==> src/rtl/dm_pkg.sv <==
`default_nettype none
// ============================================================================
// Module      : dm_pkg
// Description : Shared definitions for the Debug Module DMI responder.
//               Includes DMI op encodings, register addresses, cmderr codes,
//               abstract command field positions and the command FSM state
//               encoding.
// Revision    : 1.0 - initial release
// ============================================================================
package dm_pkg;

  // DMI operation encodings. Any other value is a nop.
  localparam logic [1:0] DMI_OP_READ  = 2'b01;
  localparam logic [1:0] DMI_OP_WRITE = 2'b10;

  // Debug Module register addresses
  localparam logic [6:0] ADDR_DATA0        = 7'h04;
  localparam logic [6:0] ADDR_DMCONTROL    = 7'h10;
  localparam logic [6:0] ADDR_DMSTATUS     = 7'h11;
  localparam logic [6:0] ADDR_ABSTRACTCS   = 7'h16;
  localparam logic [6:0] ADDR_COMMAND      = 7'h17;
  localparam logic [6:0] ADDR_ABSTRACTAUTO = 7'h18;

  // abstractcs.cmderr codes
  localparam logic [2:0] CMDERR_NONE       = 3'd0;
  localparam logic [2:0] CMDERR_BUSY       = 3'd1;
  localparam logic [2:0] CMDERR_NOTSUP     = 3'd2;
  localparam logic [2:0] CMDERR_HALTRESUME = 3'd4;

  // Access Register command field positions
  localparam int CMD_TYPE_LSB     = 24;  // cmdtype [31:24]
  localparam int CMD_AARSIZE_LSB  = 20;  // aarsize [22:20]
  localparam int CMD_POSTEXEC_BIT = 18;
  localparam int CMD_TRANSFER_BIT = 17;
  localparam int CMD_WRITE_BIT    = 16;

  localparam logic [2:0]  AARSIZE_32     = 3'd2;
  localparam logic [15:0] REGNO_GPR_BASE = 16'h1000;

  // Abstract command FSM states
  typedef enum logic [1:0] {
    C_IDLE = 2'd0,
    C_REQ  = 2'd1,
    C_DONE = 2'd2
  } cmd_state_e;

endpackage
`default_nettype wire

==> src/rtl/dm_abstract_cmd.sv <==
`default_nettype none
// ============================================================================
// Module      : dm_abstract_cmd
// Description : Abstract command FSM with the GPR access handshake
//               (ar_*). The FSM validates an issued command word. It
//               reports cmderr codes and drives one register access
//               until ar_ready.
// Revision    : 1.0 - initial release
// Ports       :
//   clk, rst       clock, synchronous active-high reset
//   start          issue cmd (only acted on in C_IDLE)
//   cmd            32-bit command word
//   wdata          data0 value to send with a GPR write
//   hart_halted    hart halt status
//   busy           command in progress (C_REQ or C_DONE)
//   err_set        pulse, cmderr must be loaded with err_code
//   err_code       cmderr value to load
//   rdata_valid    pulse, ar_rdata carries a completed GPR read
//   ar_*           abstract register access handshake
// ============================================================================
module dm_abstract_cmd #(
  parameter int NREGS = 32
) (
  input  logic        clk,
  input  logic        rst,
  input  logic        start,
  input  logic [31:0] cmd,
  input  logic [31:0] wdata,
  input  logic        hart_halted,
  output logic        busy,
  output logic        err_set,
  output logic [2:0]  err_code,
  output logic        rdata_valid,
  output logic        ar_valid,
  output logic        ar_write,
  output logic [4:0]  ar_regno,
  output logic [31:0] ar_wdata,
  input  logic        ar_ready
);
  import dm_pkg::*;

  localparam logic [16:0] GPR_END = 17'(REGNO_GPR_BASE) + 17'(NREGS);

  cmd_state_e state, state_nxt;
  logic       latch;
  logic       transfer;
  logic       in_range;
  logic       unsupported;

  // aarpostincrement and bit 23 do not affect this implementation.
  logic unused_cmd_bits;
  assign unused_cmd_bits = &{1'b0, cmd[23], cmd[19]};

  assign transfer = cmd[CMD_TRANSFER_BIT];
  assign in_range = (cmd[15:0] >= REGNO_GPR_BASE) && ({1'b0, cmd[15:0]} < GPR_END);
  assign unsupported = (cmd[CMD_TYPE_LSB +: 8] != 8'd0)
                    || (cmd[CMD_AARSIZE_LSB +: 3] != AARSIZE_32)
                    || cmd[CMD_POSTEXEC_BIT]
                    || (transfer && !in_range);

  always_ff @(posedge clk) begin
    if (rst) begin
      state    <= C_IDLE;
      ar_write <= 1'b0;
      ar_regno <= 5'd0;
      ar_wdata <= 32'd0;
    end else begin
      state <= state_nxt;
      if (latch) begin
        ar_write <= cmd[CMD_WRITE_BIT];
        ar_regno <= cmd[4:0];
        ar_wdata <= wdata;
      end
    end
  end

  always_comb begin
    state_nxt = state;
    latch     = 1'b0;
    err_set   = 1'b0;
    err_code  = CMDERR_NONE;
    ar_valid  = 1'b0;
    busy      = (state != C_IDLE);
    case (state)
      C_IDLE: begin
        if (start) begin
          if (unsupported) begin
            err_set  = 1'b1;
            err_code = CMDERR_NOTSUP;
          end else if (transfer && !hart_halted) begin
            err_set  = 1'b1;
            err_code = CMDERR_HALTRESUME;
          end else if (transfer) begin
            latch     = 1'b1;
            state_nxt = C_REQ;
          end
          // transfer=0: completes immediately without any action
        end
      end
      C_REQ: begin
        ar_valid = 1'b1;
        if (ar_ready) state_nxt = C_DONE;
      end
      C_DONE:  state_nxt = C_IDLE;
      default: state_nxt = C_IDLE;
    endcase
  end

  assign rdata_valid = ar_valid && ar_ready && !ar_write;

endmodule
`default_nettype wire

==> src/rtl/dm_dmi_responder.sv <==
`default_nettype none
// ============================================================================
// Module      : dm_dmi_responder
// Description : Debug Module register file and DMI decode (responder side).
//               Includes data0, dmcontrol, dmstatus, abstractcs and command.
//               Controls halt/resume for one hart and issues abstract GPR
//               commands through dm_abstract_cmd.
//               Optional macro DM_AUTOEXEC_EN adds abstractauto (0x18) with
//               autoexecdata.
// Revision    : 1.0 - initial release
// Ports       :
//   clk, rst              clock, synchronous active-high reset
//   dmi_req_*             request (valid strobe, addr, data, op)
//   dmi_rsp_valid/data    response, exactly one cycle after the request
//   hart_halt_req         level, dmcontrol.haltreq
//   hart_resume_req       one-cycle resume pulse
//   hart_halted           hart status input
//   hart_resume_ack       one-cycle pulse from hart
//   ndmreset              dmcontrol.ndmreset
//   ar_*                  abstract GPR access handshake
// ============================================================================
module dm_dmi_responder #(
  parameter int DM_VERSION = 2,
  parameter int NREGS      = 32
) (
  input  logic        clk,
  input  logic        rst,
  input  logic        dmi_req_valid,
  input  logic [6:0]  dmi_req_addr,
  input  logic [31:0] dmi_req_data,
  input  logic [1:0]  dmi_req_op,
  output logic        dmi_rsp_valid,
  output logic [31:0] dmi_rsp_data,
  output logic        hart_halt_req,
  output logic        hart_resume_req,
  input  logic        hart_halted,
  input  logic        hart_resume_ack,
  output logic        ndmreset,
  output logic        ar_valid,
  output logic        ar_write,
  output logic [4:0]  ar_regno,
  output logic [31:0] ar_wdata,
  input  logic [31:0] ar_rdata,
  input  logic        ar_ready
);
  import dm_pkg::*;

  logic [31:0] data0;
  logic        dmactive;
  logic [2:0]  cmderr;
  logic        resumeack;

  logic        is_rd, is_wr;
  logic        wr_data0, wr_dmcontrol, wr_abstractcs, wr_command;
  logic        busy, busy_viol;
  logic        dmactive_nxt;
  logic        auto_trig;
  logic        cmd_start;
  logic [31:0] cmd_word;
  logic [31:0] cmd_wdata;
  logic        err_set;
  logic [2:0]  err_code;
  logic        rdata_valid;
  logic [31:0] rd_val;

  assign is_rd         = dmi_req_valid && (dmi_req_op == DMI_OP_READ);
  assign is_wr         = dmi_req_valid && (dmi_req_op == DMI_OP_WRITE);
  assign wr_data0      = is_wr && (dmi_req_addr == ADDR_DATA0);
  assign wr_dmcontrol  = is_wr && (dmi_req_addr == ADDR_DMCONTROL);
  assign wr_abstractcs = is_wr && (dmi_req_addr == ADDR_ABSTRACTCS);
  assign wr_command    = is_wr && (dmi_req_addr == ADDR_COMMAND);
  assign busy_viol     = busy && (wr_data0 || wr_abstractcs || wr_command);
  assign dmactive_nxt  = wr_dmcontrol ? dmi_req_data[0] : dmactive;

`ifdef DM_AUTOEXEC_EN
  logic        autoexec;
  logic [31:0] last_cmd;

  assign auto_trig = dmactive && autoexec && !busy && (cmderr == CMDERR_NONE)
                  && (is_rd || is_wr) && (dmi_req_addr == ADDR_DATA0);
  assign cmd_word  = wr_command ? dmi_req_data : last_cmd;

  always_ff @(posedge clk) begin
    if (rst) begin
      autoexec <= 1'b0;
      last_cmd <= 32'd0;
    end else begin
      if (wr_command && cmd_start) last_cmd <= dmi_req_data;
      if (is_wr && (dmi_req_addr == ADDR_ABSTRACTAUTO)) autoexec <= dmi_req_data[0];
      if (!dmactive_nxt) autoexec <= 1'b0;
    end
  end
`else
  assign auto_trig = 1'b0;
  assign cmd_word  = dmi_req_data;
`endif

  // A command is only considered when the DM is active, idle and error-free.
  assign cmd_start = dmactive && !busy && (cmderr == CMDERR_NONE) && (wr_command || auto_trig);
  // An autoexec-triggered data0 write sends the value just written.
  assign cmd_wdata = wr_data0 ? dmi_req_data : data0;

  dm_abstract_cmd #(
    .NREGS (NREGS)
  ) u_abstract_cmd (
    .clk         (clk),
    .rst         (rst),
    .start       (cmd_start),
    .cmd         (cmd_word),
    .wdata       (cmd_wdata),
    .hart_halted (hart_halted),
    .busy        (busy),
    .err_set     (err_set),
    .err_code    (err_code),
    .rdata_valid (rdata_valid),
    .ar_valid    (ar_valid),
    .ar_write    (ar_write),
    .ar_regno    (ar_regno),
    .ar_wdata    (ar_wdata),
    .ar_ready    (ar_ready)
  );

  always_comb begin
    rd_val = 32'd0;
    case (dmi_req_addr)
      ADDR_DATA0:      rd_val = data0;
      ADDR_DMCONTROL:  rd_val = {hart_halt_req, 29'd0, ndmreset, dmactive};
      ADDR_DMSTATUS:   rd_val = {14'd0, resumeack, resumeack, 4'd0,
                                 ~hart_halted, ~hart_halted, hart_halted, hart_halted,
                                 1'b1, 3'd0, 4'(DM_VERSION)};
      ADDR_ABSTRACTCS: rd_val = {3'd0, 5'd0, 11'd0, busy, 1'b0, cmderr, 4'd0, 4'd1};
`ifdef DM_AUTOEXEC_EN
      ADDR_ABSTRACTAUTO: rd_val = {31'd0, autoexec};
`endif
      default:         rd_val = 32'd0;
    endcase
  end

  always_ff @(posedge clk) begin
    if (rst) begin
      dmi_rsp_valid   <= 1'b0;
      dmi_rsp_data    <= 32'd0;
      data0           <= 32'd0;
      dmactive        <= 1'b0;
      hart_halt_req   <= 1'b0;
      ndmreset        <= 1'b0;
      hart_resume_req <= 1'b0;
      cmderr          <= CMDERR_NONE;
      resumeack       <= 1'b0;
    end else begin
      dmi_rsp_valid   <= dmi_req_valid;
      dmi_rsp_data    <= is_rd ? rd_val : 32'd0;
      hart_resume_req <= 1'b0;

      if (wr_dmcontrol) begin
        dmactive <= dmi_req_data[0];
        // While inactive only dmactive itself takes the write.
        if (dmactive && dmi_req_data[0]) begin
          hart_halt_req <= dmi_req_data[31];
          ndmreset      <= dmi_req_data[1];
          if (dmi_req_data[30] && !dmi_req_data[31]) begin
            resumeack       <= 1'b0;
            hart_resume_req <= 1'b1;
          end
        end
      end

      if (wr_data0 && !busy)      data0  <= dmi_req_data;
      if (wr_abstractcs && !busy) cmderr <= cmderr & ~dmi_req_data[10:8];
      if (busy_viol && (cmderr == CMDERR_NONE)) cmderr <= CMDERR_BUSY;
      if (err_set)                cmderr <= err_code;
      if (rdata_valid)            data0  <= ar_rdata;
      // Placed after the clear above so a simultaneous ack wins.
      if (hart_resume_ack)        resumeack <= 1'b1;

      // Inactive DM forces its fields to zero, overriding every update above.
      if (!dmactive_nxt) begin
        hart_halt_req   <= 1'b0;
        ndmreset        <= 1'b0;
        hart_resume_req <= 1'b0;
        data0           <= 32'd0;
        cmderr          <= CMDERR_NONE;
        resumeack       <= 1'b0;
      end
    end
  end

endmodule
`default_nettype wire

==> config.mk <==
export PLATFORM = sky130hd
export DESIGN_NAME = dm_dmi_responder
export DESIGN_NICKNAME = d
export VERILOG_FILES = /design/src/rtl/dm_pkg.sv /design/src/rtl/dm_abstract_cmd.sv /design/src/rtl/dm_dmi_responder.sv
export SDC_FILE = /design/constraint.sdc
export NUM_CORES = 1
export LEC_CHECK = 0
export ABC_CLOCK_PERIOD_IN_PS = 2200
export BUFFER_PORTS_ARGS = -buffer_cell sky130_fd_sc_hd__buf_2
export CORE_MARGIN = 3
export CORE_UTILIZATION = 46
export CTS_CLUSTER_SIZE = 25
export DETAILED_ROUTE_END_ITERATION = 8
export PLACE_DENSITY = 0.76
export SLEW_MARGIN = 10
export SYNTH_ARGS = -nofsm -noshare
export SYNTH_HDL_FRONTEND = slang
export SYNTH_HIERARCHICAL = 1
export SYNTH_SLANG_ARGS = --single-unit
==> constraint.sdc <==
create_clock -name clk -period 2.2 [get_ports clk]
set_input_delay 0.22 -clock clk [delete_from_list [all_inputs] [get_ports clk]]
set_output_delay 0.22 -clock clk [all_outputs]
set_load 0.05 [all_outputs]
# Word level (Yosys, flattened, before mapping)
# Index checks and enable logic that the tools add are counted.
classes:
  n_lt_le_gt_ge: 2
  n_eq_ne: 14
  muxes: 33
  n_bitwise: 7
  n_reduce_logical: 45
op_table:
  columns: ["cell", "count"]
  rows:
  - ["32-bit case mux with 4 select lines", 1]
  - ["32-bit 2-to-1 mux", 3]
  - ["7-bit by 5-bit equality test with 1-bit output (second input constant)", 4]
  - ["3-bit 2-to-1 mux", 7]
  - ["1-bit logical AND", 20]
  - ["16-bit by 13-bit >= comparator with 1-bit output (second input constant)", 1]
  - ["16-bit by 13-bit less-than comparator with 1-bit output (second input constant)", 1]
  - ["1-bit 2-to-1 mux", 16]
  - ["2-bit 2-to-1 mux", 5]
  - ["2-bit != test (second input constant)", 5]
  - ["2-bit nonzero test", 5]
  - ["8-bit nonzero test", 1]
  - ["7-bit by 3-bit equality test with 1-bit output (second input constant)", 1]
  - ["1-bit zero test", 5]
  - ["1-bit logical OR", 5]
  - ["1-bit inverter", 5]
  - ["5-bit AND reduction", 1]
  - ["2-bit by 1-bit equality test with 1-bit output (second input constant)", 2]
  - ["2-bit case mux with 2 select lines", 1]
  - ["2-bit OR reduction", 2]
  - ["4-bit OR reduction", 1]
  - ["3-bit bitwise AND", 1]
  - ["3-bit zero test", 1]
  - ["3-bit by 2-bit != test with 1-bit output (second input constant)", 1]
  - ["other kinds (6)", 6]
totals:
  ff_bits: 113

# Depth between registers and ports, before layout
# Gate-level depths: netlist of the first run.
logic_depth:
  depth_word: 9
  depth_mapped: 11
  mapped_depth_nobuf: 10

# Cells and area by module
# The synthesis of the first run kept the hierarchy.
modules_own_cells:
  columns: ["module", "instances", "cells_per_inst", "area_each_um2"]
  rows:
  - ["dm_dmi_responder", 1, 335, 3274.4]
  - ["dm_abstract_cmd", 1, 207, 1740.4]

# Worst setup path after synthesis of the first run
# No wires, ideal clock.
synth_timing:
  path_kind: "in2reg"
  startpoint: "in dmi_req_addr[3]"
  endpoint: "reg u_abstract_cmd.ar_wdata[3]"
  setup_ns: 0.132
  arrival_time_ns: 1.924
  setup_slack_ns: 0.143
  stages: 8
  n_path_buf: 3
  path_cell_list: "or4_1 buf_2 or3_1 buf_2 buf_2 mux2_1 nand3_1 a21oi_1"
synth_via:
  elab_cells_between_ends: 8
synth_lines:
  columns: ["item", "line_no", "source"]
  rows:
  - ["start: declaration", "dm_dmi_responder.sv:29", "input logic [6:0] dmi_req_addr,"]
  - ["7-bit by 3-bit equality test with 1-bit output", "dm_dmi_responder.sv:68", "assign wr_data0 = is_wr && (dmi_req_addr == ADDR_DATA0);"]
  - ["1-bit logical AND", "dm_dmi_responder.sv:68", null]
  - ["32-bit 2-to-1 mux", "dm_dmi_responder.sv:101", "assign cmd_wdata = wr_data0 ? dmi_req_data : data0;"]
  - ["via cmd_wdata[3]", "dm_dmi_responder.sv:60", "logic [31:0] cmd_wdata;"]
  - ["end signal: assignment", "dm_abstract_cmd.sv:72", "ar_wdata <= wdata;"]
  - ["end: declaration", "dm_abstract_cmd.sv:37", "output logic [31:0] ar_wdata,"]
# The timed path passes the listed nets, and every way through them passes these cells.
# A chain may end at the register's enable or synchronous reset.

# Worst setup path in the final report of the first run
layout_timing:
  startpoint: "reg cmderr[2]"
  endpoint: "reg u_abstract_cmd.ar_regno[1]"
layout_via:
  elab_chain_len: 5
layout_rtl:
  columns: ["item", "line_no", "source"]
  rows:
  - ["start: declaration", "dm_dmi_responder.sv:50", "logic [2:0] cmderr;"]
  - ["start signal: assignment", "dm_dmi_responder.sv:169", "if (wr_abstractcs && !busy) cmderr <= cmderr & ~dmi_req_data[10:8];"]
  - ["start signal: assignment", "dm_dmi_responder.sv:171", "if (err_set) cmderr <= err_code;"]
  - ["3-bit zero test", "dm_dmi_responder.sv:99", "assign cmd_start = dmactive && !busy && (cmderr == CMDERR_NONE) && (wr_command || auto_trig);"]
  - ["1-bit logical AND (2 in a row)", "dm_dmi_responder.sv:99", null]
  - ["via cmd_start", "dm_dmi_responder.sv:58", "logic cmd_start;"]
  - ["1-bit 2-to-1 mux", "dm_abstract_cmd.sv:86", "if (start) begin"]
  - ["1-bit 2-to-1 mux", "dm_abstract_cmd.sv:84", "case (state)"]
  - ["end signal: assignment", "dm_abstract_cmd.sv:71", "ar_regno <= cmd[4:0];"]
  - ["end: declaration", "dm_abstract_cmd.sv:36", "output logic [4:0] ar_regno,"]
# The timed path passes the listed nets, and every way through them passes these cells.

==> qor.yml, run 1 <==
min_path:
  min_path_type: "in2reg"
worst_setup_path:
  slowest_delay_ns: 0.39
  slowest_stage: "nor4_1"
  start_kind: "register"
  endpoint_kind: "register"
  cp.required_ns: 2.59
  cpMostUsedCell: "buf_6"
  crit_type: "reg2reg"
  arrival_ns: 2.53
  crit_buf_inv: 2
  crit_family: "simple AND/OR/NAND/NOR gates"
  critPathMaxFanout: 11
  cp_cell_sequence: "nor4_1, and4_1, and4bb_1, nand4_1, buf_6, buf_6, o21ai_0, a21oi_1"
cells_and_area:
  drive_gt1_share_pct: 32.1
  area_growth_syn_to_layout_pct: 37.8
  num_antenna_cells: 0
  finalNetCount: 806
  final_util_pct: 66.0
  nFillCells: 836
clocking:
  root_buffer: "clkbuf_8"
  clk_latency_ns: 0.52
  cts_tree: "built"
  cts_buffers: 17
  path_clk_slew_ns: 0.05
  clockBufferDepth: 2
  htreeDepth: 4
  numClockSinks: 113
drt:
  post-route-drc-count: 0
  vias: 5041
  ant_nets: 0
  first_pass_iters: 6
  wirelength_mm: 16.8
  vias_per_cell: 5.77
  wl_per_cell_um: 19.2
  drt-initial-drc-count: 434
sta:
  hold_violations: 0
  finalSetupViolations: 0
  fin_crit_sh_pct: 97.2
  timing.fmax_mhz: 467
  period_needed_ns: 2.14
  worst_pin_slew_ns: 1.08
  finClkSkew_ns: 0.0127
  holdWs_ns: 0.00537
  slew_viol_final: 0
  rsz0062_at_grt: "true"
  maxSlewHeadroom_pct: 27.7
yosys:
  synth_area_sq_um: 5010
  synth_ff_type: "dfxtp_1"
  synth.area.top_cells: "dfxtp_1, mux2i_1, mux2_1"
  synth_edf_count: 0
  synth_largest_area_cell: "dfxtp_1"
  synth_seq_cells: 113
  async_reset_ff_share_pct: 0
  synth-seq-area-share_pct: 45.1
  synth_cells: 542
  synth.distinct_cells: 47
  netlist.area_leader.share_pct: 45.1
  syn_nets: 621
  ys_warn_count: 6
  syn_avg_cell_area_sq_um: 9.25
pwr:
  power_density_nw_per_um2: 674
  finalPower_mw: 4.66
  cellLeakagePower_nw: 3.19
  ir_worst_vdd_mv: 0.358
placed_design:
  routabilityCongestion: 0.930
  place_hpwl_mm: 10.8
  port_buffers: 153
global_routing:
  grt_remaining_overflow: 0
  antenna_found_initial: 0
  grt_pass1_wl_mm: 25.7
  grt_use_total_pct: 26.1
  grt_max_degree: 65
  grt_pass1_vias: 5065
die:
  io_pins: 154
  die-area_sq_um: 12200
  die_w_um: 110
  start_util_pct: 47.9
  core_area_sq_um: 10500
  die_y_um: 110
  fp-row-count: 37
run:
  drv_cap: 0
run_status:
  status: "completed"
==> synth_stat cells (all sizes together) (4+ instances only) <==
| cell | n |
|---|---|
| dfxtp | 113 |
| a22oi | 4 |
| inv | 8 |
| mux2 | 31 |
| a211oi | 34 |
| clkbuf | 26 |
| buf | 22 |
| and3 | 22 |
| nand3 | 42 |
| nor4 | 6 |
| a21oi | 52 |
| mux2i | 35 |
| nor2 | 46 |
| nand2 | 19 |
| o21ai | 39 |
==> cell type report <==
| cell class | count | area (sq um) | area share [%] |
|---|---|---|---|
| Timing Repair Buffer | 214 | 1390 | 20.2 |
| Clock buffer | 24 | 480 | 6.95 |
| Sequential cell | 113 | 2260 | 32.8 |
| Clock inverter | 6 | 32.5 | 0.471 |
| Multi-Input combinational cell | 373 | 2540 | 36.8 |
| Inverter | 8 | 30.0 | 0.435 |
| Tap cell | 136 | 170 | 2.46 |
==> cells in the final DEF, fill, tap and decap left out, drive strengths merged, types with 2 or more instances in the layout <==
cell         instances
a211o                2
a211oi              34
a21bo                2
a21oi               52
a22oi                4
and3                22
and4                 3
and4bb               2
buf                183
clkbuf              25
clkinv               5
dfxtp              113
dlygate4sd3         30
inv                  8
mux2                31
mux2i               35
nand2               19
nand2b               2
nand3               42
nand4                2
nor2                46
nor2b                3
nor3                 3
nor3b                2
nor4                 6
nor4b                3
o211ai               2
o21ai               39
or3                  3
or4                  3
==> metal layers <==
layer / part of all wire, % / up-vias / global-route usage [%]
li1: - / 2343 / -
met1: 40 / 2407 / 30.7
met2: 49 / 245 / 43.8
met3: 8.4 / 46 / 8.38
met4: 2.7 / 0 / 10.8
met5: 0 / - / 0
==> per-stage QoR <==
stage | cells | instance area [sq um] | worst slack (ns) | TNS [ns]
2_1_floorplan | 542 | 5010 | 0.143 | 0
3_3_place_gp | 809 | 5970 | 0.00545 | 0
3_5_place_dp | 809 | 5970 | -0.0762 | -1.34
4_1_cts | 869 | 6780 | 0.0183 | 0
5_1_grt | 874 | 6910 | -0.00837 | -0.0265
6_report | 874 | 6910 | 0.0608 | 0
==> worst register-to-register path: stages, from the launching register on <==
cell	delay [ns]
dfxtp_1	0.34
nor4_1	0.39
and4_1	0.30
and4bb_1	0.24
nand4_1	0.17
buf_6	0.20
buf_6	0.15
o21ai_0	0.14
a21oi_1	0.08
==> registers in the layout, indices dropped and copies added (netlist names) <==
| name | flops |
|---|---|
| dmi_rsp_valid | 1 |
| u_abstract_cmd/ar_regno | 5 |
| resumeack | 1 |
| u_abstract_cmd/state | 2 |
| hart_halt_req | 1 |
| u_abstract_cmd/ar_wdata | 32 |
| hart_resume_req | 1 |
| u_abstract_cmd/ar_write | 1 |
| ndmreset | 1 |
| data0 | 32 |
| dmactive | 1 |
| cmderr | 3 |
| dmi_rsp_data | 32 |
==> power by group <==
| group | switching [mW] | internal (mW) | leakage (nW) |
|---|---|---|---|
| clock | 0.897 | 1.48 | 0.256 |
| combinational | 0.119 | 0.114 | 2.03 |
| sequential | 0.000255 | 2.05 | 0.910 |
| total | 1.02 | 3.64 | 3.19 |
==> cell families (layout without fill, tap and decap cells) <==
kind of cell	count (synthesis)	after routing	share of synthesized area, %
AO/OA/AOI/OAI	138	138	16.3
XOR/XNOR	1	1	0.175
buffers and inverters	56	252	5.51
flip-flops	113	113	45.1
multiplexers	66	66	13.9
other	1	1	0.0748
AND/OR/NAND/NOR	167	167	18.9
==> worst paths after layout <==
| check | slack (ns) | start | cells past startpoint | to |
|---|---|---|---|---|
| min reg2reg | 0.46 | u_abstract_cmd/ar_wdata[31] | 2 | u_abstract_cmd/ar_wdata[31] |
| min | 0.005 | ar_rdata[30] | 3 | data0[30] |
| max | 0.06 | cmderr[2] | 8 | u_abstract_cmd/ar_regno[1] |
| max reg2reg | 0.06 | cmderr[2] | 8 | u_abstract_cmd/ar_regno[1] |
==> repair_timing <==
action | 4_1_cts | 5_1_grt
hold buffers | 30 | 0
setup endpoints to repair | 1 | 51
resized for setup | 1 | 38
buffers inserted | 0 | 1
hold endpoints to repair | 30 | 0
pin swaps | 0 | 4
gates cloned | 0 | 4
(Power assumes the default switching activity.)
==> run 2: changes to the inputs <==
--- a/config.mk
+++ b/config.mk
@@ -5,7 +5,7 @@
 export SDC_FILE = /design/constraint.sdc
 export NUM_CORES = 1
 export LEC_CHECK = 0
-export ABC_CLOCK_PERIOD_IN_PS = 2200
+export ABC_CLOCK_PERIOD_IN_PS = 1900
 export BUFFER_PORTS_ARGS = -buffer_cell sky130_fd_sc_hd__buf_2
 export CORE_MARGIN = 3
 export CORE_UTILIZATION = 46
==> constraint.sdc (replaced) <==
create_clock -name clk -period 1.9 [get_ports clk]
set_input_delay 0.19 -clock clk [delete_from_list [all_inputs] [get_ports clk]]
set_output_delay 0.19 -clock clk [all_outputs]
set_load 0.05 [all_outputs]
==> qor.yml, run 2 (synthesis gave the netlist of run 1 again) <==
run_status:
  status: "finished, violations left"  # was completed
  violations: "setup timing"
worst_setup_path:
  cp_cell_sequence: "nor2_4, inv_2, nand4b_1, nor2_1, and4_4, and4bb_1, nand4_1, buf_6, o21ai_1, a21oi_1"  # was nor4_1, and4_1, and4bb_1, nand4_1, buf_6, buf_6, o21ai_0, a21oi_1
  slowest_delay_ns: 0.33  # was 0.39 ns
  crit_start: "u_abstract_cmd/state[1]"  # was cmderr[2]
  start_kind: "register"  # unchanged
  critPathMaxFanout: 18  # was 11
  crit_type: "reg2reg"  # unchanged
  endpoint_kind: "register"  # unchanged
  cp.required_ns: 2.29  # was 2.59 ns
  worstReg2RegStart: "u_abstract_cmd/state[1]"  # was cmderr[2]
  arrival_ns: 2.72  # was 2.53 ns
  slowest_stage: "dfxtp_2"  # was nor4_1
pwr:
  ir_worst_vdd_mv: 0.455  # was 0.358 mV
  finalPower_mw: 5.79  # was 4.66 mW
  cellLeakagePower_nw: 3.40  # was 3.19 nW
  power_density_nw_per_um2: 770  # was 674 nW/um^2
sta:
  fin_ws_ns: -0.432  # was 0.0608 ns
  slew_viol_final: 0  # unchanged
  timing.fmax_mhz: 429  # was 467 MHz
  hold_violations: 0  # unchanged
  period_needed_ns: 2.33  # was 2.14 ns
  fin_crit_sh_pct: 123  # was 97.2%
  rsz0062_at_grt: "true"  # unchanged
  finClkSkew_ns: 0.00830  # was 0.0127 ns
  finalSetupViolations: 53  # was 0
  holdWs_ns: 0.0223  # was 0.00537 ns
drt:
  ant_nets: 0  # unchanged
  first_pass_iters: 9  # was 6
  top_layer: "met4"  # unchanged
  wl_met3_mm: 2.26  # was 1.41 mm
  vias: 5574  # was 5,041
  drt-initial-drc-count: 659  # was 434
  post-route-drc-count: 0  # unchanged
  vias_per_cell: 6.13  # was 5.77
  wl_per_cell_um: 21.8  # was 19.2 um
  wl_met2_mm: 9.17  # was 8.19 mm
  wirelength_mm: 19.8  # was 16.8 mm
  wl_met1_mm: 7.26  # was 6.77 mm
cells_and_area:
  seq_area_sq_um: 2260  # about the same
  final_cell_mix: "buf_2, dfxtp_1, dlygate4sd3_1, a21oi_1, nor2_1"  # was buf_2, dfxtp_1, a21oi_1, nor2_1, nand3_1
  drive_gt1_share_pct: 37.4  # was 32.1%
  reg_top3: "data0 (32), dmi_rsp_data (32), u_abstract_cmd/ar_wdata (32)"  # unchanged
  finalNetCount: 840  # was 806
  multiInputGateArea_sq_um: 2700  # was 2540 sq um
  nFillCells: 714  # was 836
  final_common_cell: "buf_2"  # unchanged
  area_growth_syn_to_layout_pct: 50.0  # was 37.8%
  final_cells: 909  # was 874
  num_antenna_cells: 0  # unchanged
global_routing:
  antenna_found_initial: 0  # unchanged
  grt_pass1_vias: 5336  # was 5,065
  grt_max_degree: 41  # was 65
  grt_use_total_pct: 29.0  # was 26.1%
  grt_pass1_wl_mm: 28.1  # was 25.7 mm
  grt_remaining_overflow: 0  # unchanged
placed_design:
  pre_cts_slack_ns: -0.287  # was -0.0762 ns
  port_buffers: 153  # unchanged
  placed_cells: 821  # was 809
  routabilityCongestion: 0.906  # was 0.930
  place_hpwl_mm: 11.0  # was 10.8 mm
min_path:
  min-delay-start: "dmi_req_data[10]"  # was ar_rdata[30]
  min_path_type: "in2reg"  # unchanged
die:
  die_y_um: 110  # unchanged
  core_area_sq_um: 10500  # unchanged
  start_util_pct: 47.9  # unchanged
  io_pins: 154  # unchanged
  fp-row-count: 37  # unchanged
  die-area_sq_um: 12200  # unchanged
  die_w_um: 110  # unchanged
clocking:
  root_buffer: "clkbuf_8"  # unchanged
  clk_latency_ns: 0.53  # was 0.52 ns
  path_clk_slew_ns: 0.06  # was 0.05 ns
  htreeDepth: 4  # unchanged
  clockBufferDepth: 2  # unchanged
  cts_tree: "built"  # unchanged
  numClockSinks: 113  # unchanged
  cts_buffers: 17  # unchanged
run:
  drv_cap: 0  # unchanged
[run 2: cell types whose count changed in the layout (fill, tap and decap cells not counted), sizes merged]
cell and delta:
clkinv -2, clkinvlp -1, bufinv +2, buf +19, dlygate4sd3 +15, clkbuf +2
[run 2: worst paths after layout]
path              cells past startpoint  slack, ns                     endpoint
setup / recovery                     10      -0.43  u_abstract_cmd/ar_wdata[11]
hold / removal                        3       0.02                    cmderr[2]
setup reg to reg                     10      -0.43  u_abstract_cmd/ar_wdata[11]
hold reg to reg                       2       0.47  u_abstract_cmd/ar_wdata[18]
[run 2: layer usage]
metal / vias up / GRT usage [%]
li1: 2412 / -
met1: 2587 / 34.3
met2: 465 / 48.0
met3: 110 / 9.70
met4: 0 / 12.7
met5: - / 0
[run 2: final cells by class]
type | instances | area share (%)
inverter | 8 | 0.399
clock buffer | 26 | 6.62
tap | 136 | 2.26
timing repair buffer | 248 | 23.7
clock inverter | 5 | 0.998
multi-input combinational | 373 | 36.0
sequential | 113 | 30.1
[run 2: worst max-delay path: cells and delay by family, from the launching register on]
family	cells	cell delay [ns]
and+or+nand+nor	6	1.19
AOI/OAI and AO/OA	2	0.35
DFF	1	0.33
buffers and inverters	2	0.31
[run 2: per-stage QoR]
stage | setup TNS, ns | utilization, % | cell area [sq um]
2_1_floorplan | -3.14 | - | 5070
3_3_place_gp | -14.64 | 58.2 | 6090
6_report | -13.54 | 71.9 | 7520
5_1_grt | -15.56 | 71.9 | 7520
4_1_cts | -6.46 | 70.2 | 7340
3_5_place_dp | -18.09 | 58.2 | 6090
[run 2: power by group]
part | leakage, nW | internal (mW) | switching [mW] | total [mW]
Combinational | 2.21 | 0.158 | 0.159 | 0.317
Sequential | 0.911 | 2.37 | 0.000216 | 2.37
Clock | 0.285 | 2.03 | 1.08 | 3.10
Total | 3.40 | 4.56 | 1.23 | 5.79
[run 2: repair_timing]
item / CTS / global route
endpoints found under the hold margin: 46 / 0
pin swaps: 8 / 42
setup endpoints to repair: 71 / 56
resized for setup: 15 / 51
hold buffers: 45 / 0
cloned: 5 / 1
setup buffers: 4 / 3
==> run 3: changes to the inputs <==
--- a/config.mk
+++ b/config.mk
@@ -7,11 +7,11 @@
 export LEC_CHECK = 0
 export ABC_CLOCK_PERIOD_IN_PS = 1900
 export BUFFER_PORTS_ARGS = -buffer_cell sky130_fd_sc_hd__buf_2
-export CORE_MARGIN = 3
+export CORE_MARGIN = 10
 export CORE_UTILIZATION = 46
 export CTS_CLUSTER_SIZE = 25
 export DETAILED_ROUTE_END_ITERATION = 8
-export PLACE_DENSITY = 0.76
+export PLACE_DENSITY = 0.86
 export SLEW_MARGIN = 10
 export SYNTH_ARGS = -nofsm -noshare
 export SYNTH_HDL_FRONTEND = slang
==> qor.yml, run 3 (synthesis gave the netlist of run 1 again) <==
sta:
  fin_ws_ns: -0.214  # was -0.432 ns
  finalSetupTns_ns: -5.74  # was -13.54 ns
  worst_pin_slew_ns: 0.588
  maxSlewHeadroom_pct: 60.8
  timing.fmax_mhz: 473  # was 429 MHz
  rsz0062_at_grt: "true"  # unchanged
  period_needed_ns: 2.11  # was 2.33 ns
  holdWs_ns: 0.0319  # was 0.0223 ns
  fin_crit_sh_pct: 111  # was 123%
  finClkSkew_ns: 0.0105  # was 0.00830 ns
  slew_viol_final: 0  # unchanged
  finalSetupViolations: 39  # was 53
  hold_violations: 0  # unchanged
cells_and_area:
  final_util_pct: 68.6  # was 71.9%
  final_cell_mix: "buf_2, dfxtp_1, a21oi_1, dlygate4sd3_1, nor2_1"  # was buf_2, dfxtp_1, dlygate4sd3_1, a21oi_1, nor2_1
  final_common_cell: "buf_2"  # unchanged
  drive_gt1_share_pct: 34.5  # was 37.4%
  area_growth_syn_to_layout_pct: 47.1  # was 50.0%
  reg_top3: "data0 (32), dmi_rsp_data (32), u_abstract_cmd/ar_wdata (32)"  # unchanged
  finalNetCount: 830  # was 840
drt:
  wl_per_cell_um: 20.9  # was 21.8 um
  ant_nets: 0  # unchanged
  top_layer: "met4"  # unchanged
  wl_met2_mm: 8.82  # was 9.17 mm
  wl_met1_mm: 7.47  # was 7.26 mm
  wl_met3_mm: 1.87  # was 2.26 mm
  post-route-drc-count: 0  # unchanged
  vias: 5240  # was 5,574
  vias_per_cell: 5.79  # was 6.13
  first_pass_iters: 5  # was 9
  drt-initial-drc-count: 607  # was 659
  wirelength_mm: 18.9  # was 19.8 mm
placed_design:
  pre_cts_slack_ns: -0.323  # was -0.287 ns
  routabilityCongestion: 0.902  # was 0.906
  port_buffers: 153  # unchanged
  place_hpwl_mm: 11.7  # was 11.0 mm
pwr:
  cellLeakagePower_nw: 3.38  # was 3.40 nW
  ir_worst_vdd_mv: 0.470  # was 0.455 mV
  power_density_nw_per_um2: 751  # was 770 nW/um^2
clocking:
  cts_tree: "built"  # unchanged
  clockBufferDepth: 2  # unchanged
  numClockSinks: 113  # unchanged
  cts_buffers: 17  # unchanged
  root_buffer: "clkbuf_8"  # unchanged
  htreeDepth: 4  # unchanged
  path_clk_slew_ns: 0.06  # about the same
  clk_latency_ns: 0.52  # was 0.53 ns
die:
  start_util_pct: 46.7  # was 47.9%
  die_w_um: 124  # was 110 um
  fp-row-count: 38  # was 37
  die-area_sq_um: 15500  # was 12,200 sq um
  core_area_sq_um: 10700  # was 10,500 sq um
  die_y_um: 124  # was 110 um
  io_pins: 154  # unchanged
worst_setup_path:
  slowest_delay_ns: 0.33  # about the same
  slowest_stage: "dfxtp_2"  # unchanged
  crit_family: "simple AND/OR/NAND/NOR gates"  # unchanged
  endpoint_kind: "register"  # unchanged
  critPathMaxFanout: 5  # was 18
  start_kind: "register"  # unchanged
  cp_cell_sequence: "nor2_4, inv_2, nand4b_1, nor2_1, and4_1, and4bb_1, nand4_1, buf_6, clkbuf_16, o21ai_2, a21oi_2"  # was nor2_4, inv_2, nand4b_1, nor2_1, and4_4, and4bb_1, nand4_1, buf_6, o21ai_1, a21oi_1
  cp.required_ns: 2.29  # about the same
  arrival_ns: 2.50  # was 2.72 ns
  crit_type: "reg2reg"  # unchanged
  crit_buf_inv: 3  # was 2
global_routing:
  grt_remaining_overflow: 0  # unchanged
  antenna_found_initial: 3  # was 0
  grt_pass1_vias: 5164  # was 5,336
  grt_pass1_wl_mm: 28.3  # was 28.1 mm
  grt_max_degree: 47  # was 41
  grt_use_total_pct: 22.4  # was 29.0%
run_status:
  violations: "setup timing"  # unchanged
  status: "finished, violations left"  # unchanged
run:
  drv_cap: 0  # unchanged
min_path:
  min_path_type: "in2reg"  # unchanged
==> run 3: cell types whose count changed in the layout (fill, tap and decap cells not counted), sizes merged <==
cell,delta
bufinv,-1
diode,+3
clkinvlp,+1
clkinv,+1
buf,-12
==> run 3: per-layer routing <==
layer / vias to the layer above / track usage [%]
met5: - / 0
met4: 0 / 11.0
met3: 72 / 7.66
met2: 326 / 35.1
met1: 2442 / 26.7
li1: 2400 / -
==> run 3: timing repair <==
item | 4_1_cts | 5_1_grt
setup buffers | 0 | 1
cloned | 2 | 5
endpoints found under the setup margin | 71 | 42
endpoints found under the hold margin | 47 | 0
resized for setup | 12 | 41
pin swaps | 2 | 4
hold buffers | 45 | 0
==> run 3: cell type report <==
cell class	count	area, sq um
fill	780	3370
multi-input combinational	373	2630
sequential	113	2260
timing repair buffer	238	1740
clock buffer	24	470
tap	140	175
clock inverter	6	57.6
inverter	8	30.0
antenna	3	7.51
==> run 3: tightest hold or removal path, stage by stage <==
cell and delay, ns:
buf_2 0.12, a211o_1 0.13, a21oi_1 0.06
==> run 3: report_power, final <==
part           internal (mW)  switching, mW
combinational          0.156          0.150
sequential              2.37       0.000294
clock                   1.81           1.05
==> run 3: path summary, 6_finish.rpt <==
path	to	from	cells past startpoint	slack, ns
max	u_abstract_cmd/ar_wdata[27]	u_abstract_cmd/state[0]	11	-0.21
min	cmderr[2]	dmi_req_data[10]	3	0.03
min reg2reg	u_abstract_cmd/ar_regno[2]	u_abstract_cmd/ar_regno[2]	2	0.47
max reg2reg	u_abstract_cmd/ar_wdata[27]	u_abstract_cmd/state[0]	11	-0.21
==> run 3: metrics by stage <==
step	std cells	power (mW)	cell area, sq um
2_1_floorplan	542	2.48	5070
3_3_place_gp	819	2.64	6100
3_5_place_dp	819	2.64	6100
4_1_cts	896	5.54	7150
5_1_grt	905	5.69	7370
6_report	905	5.54	7370
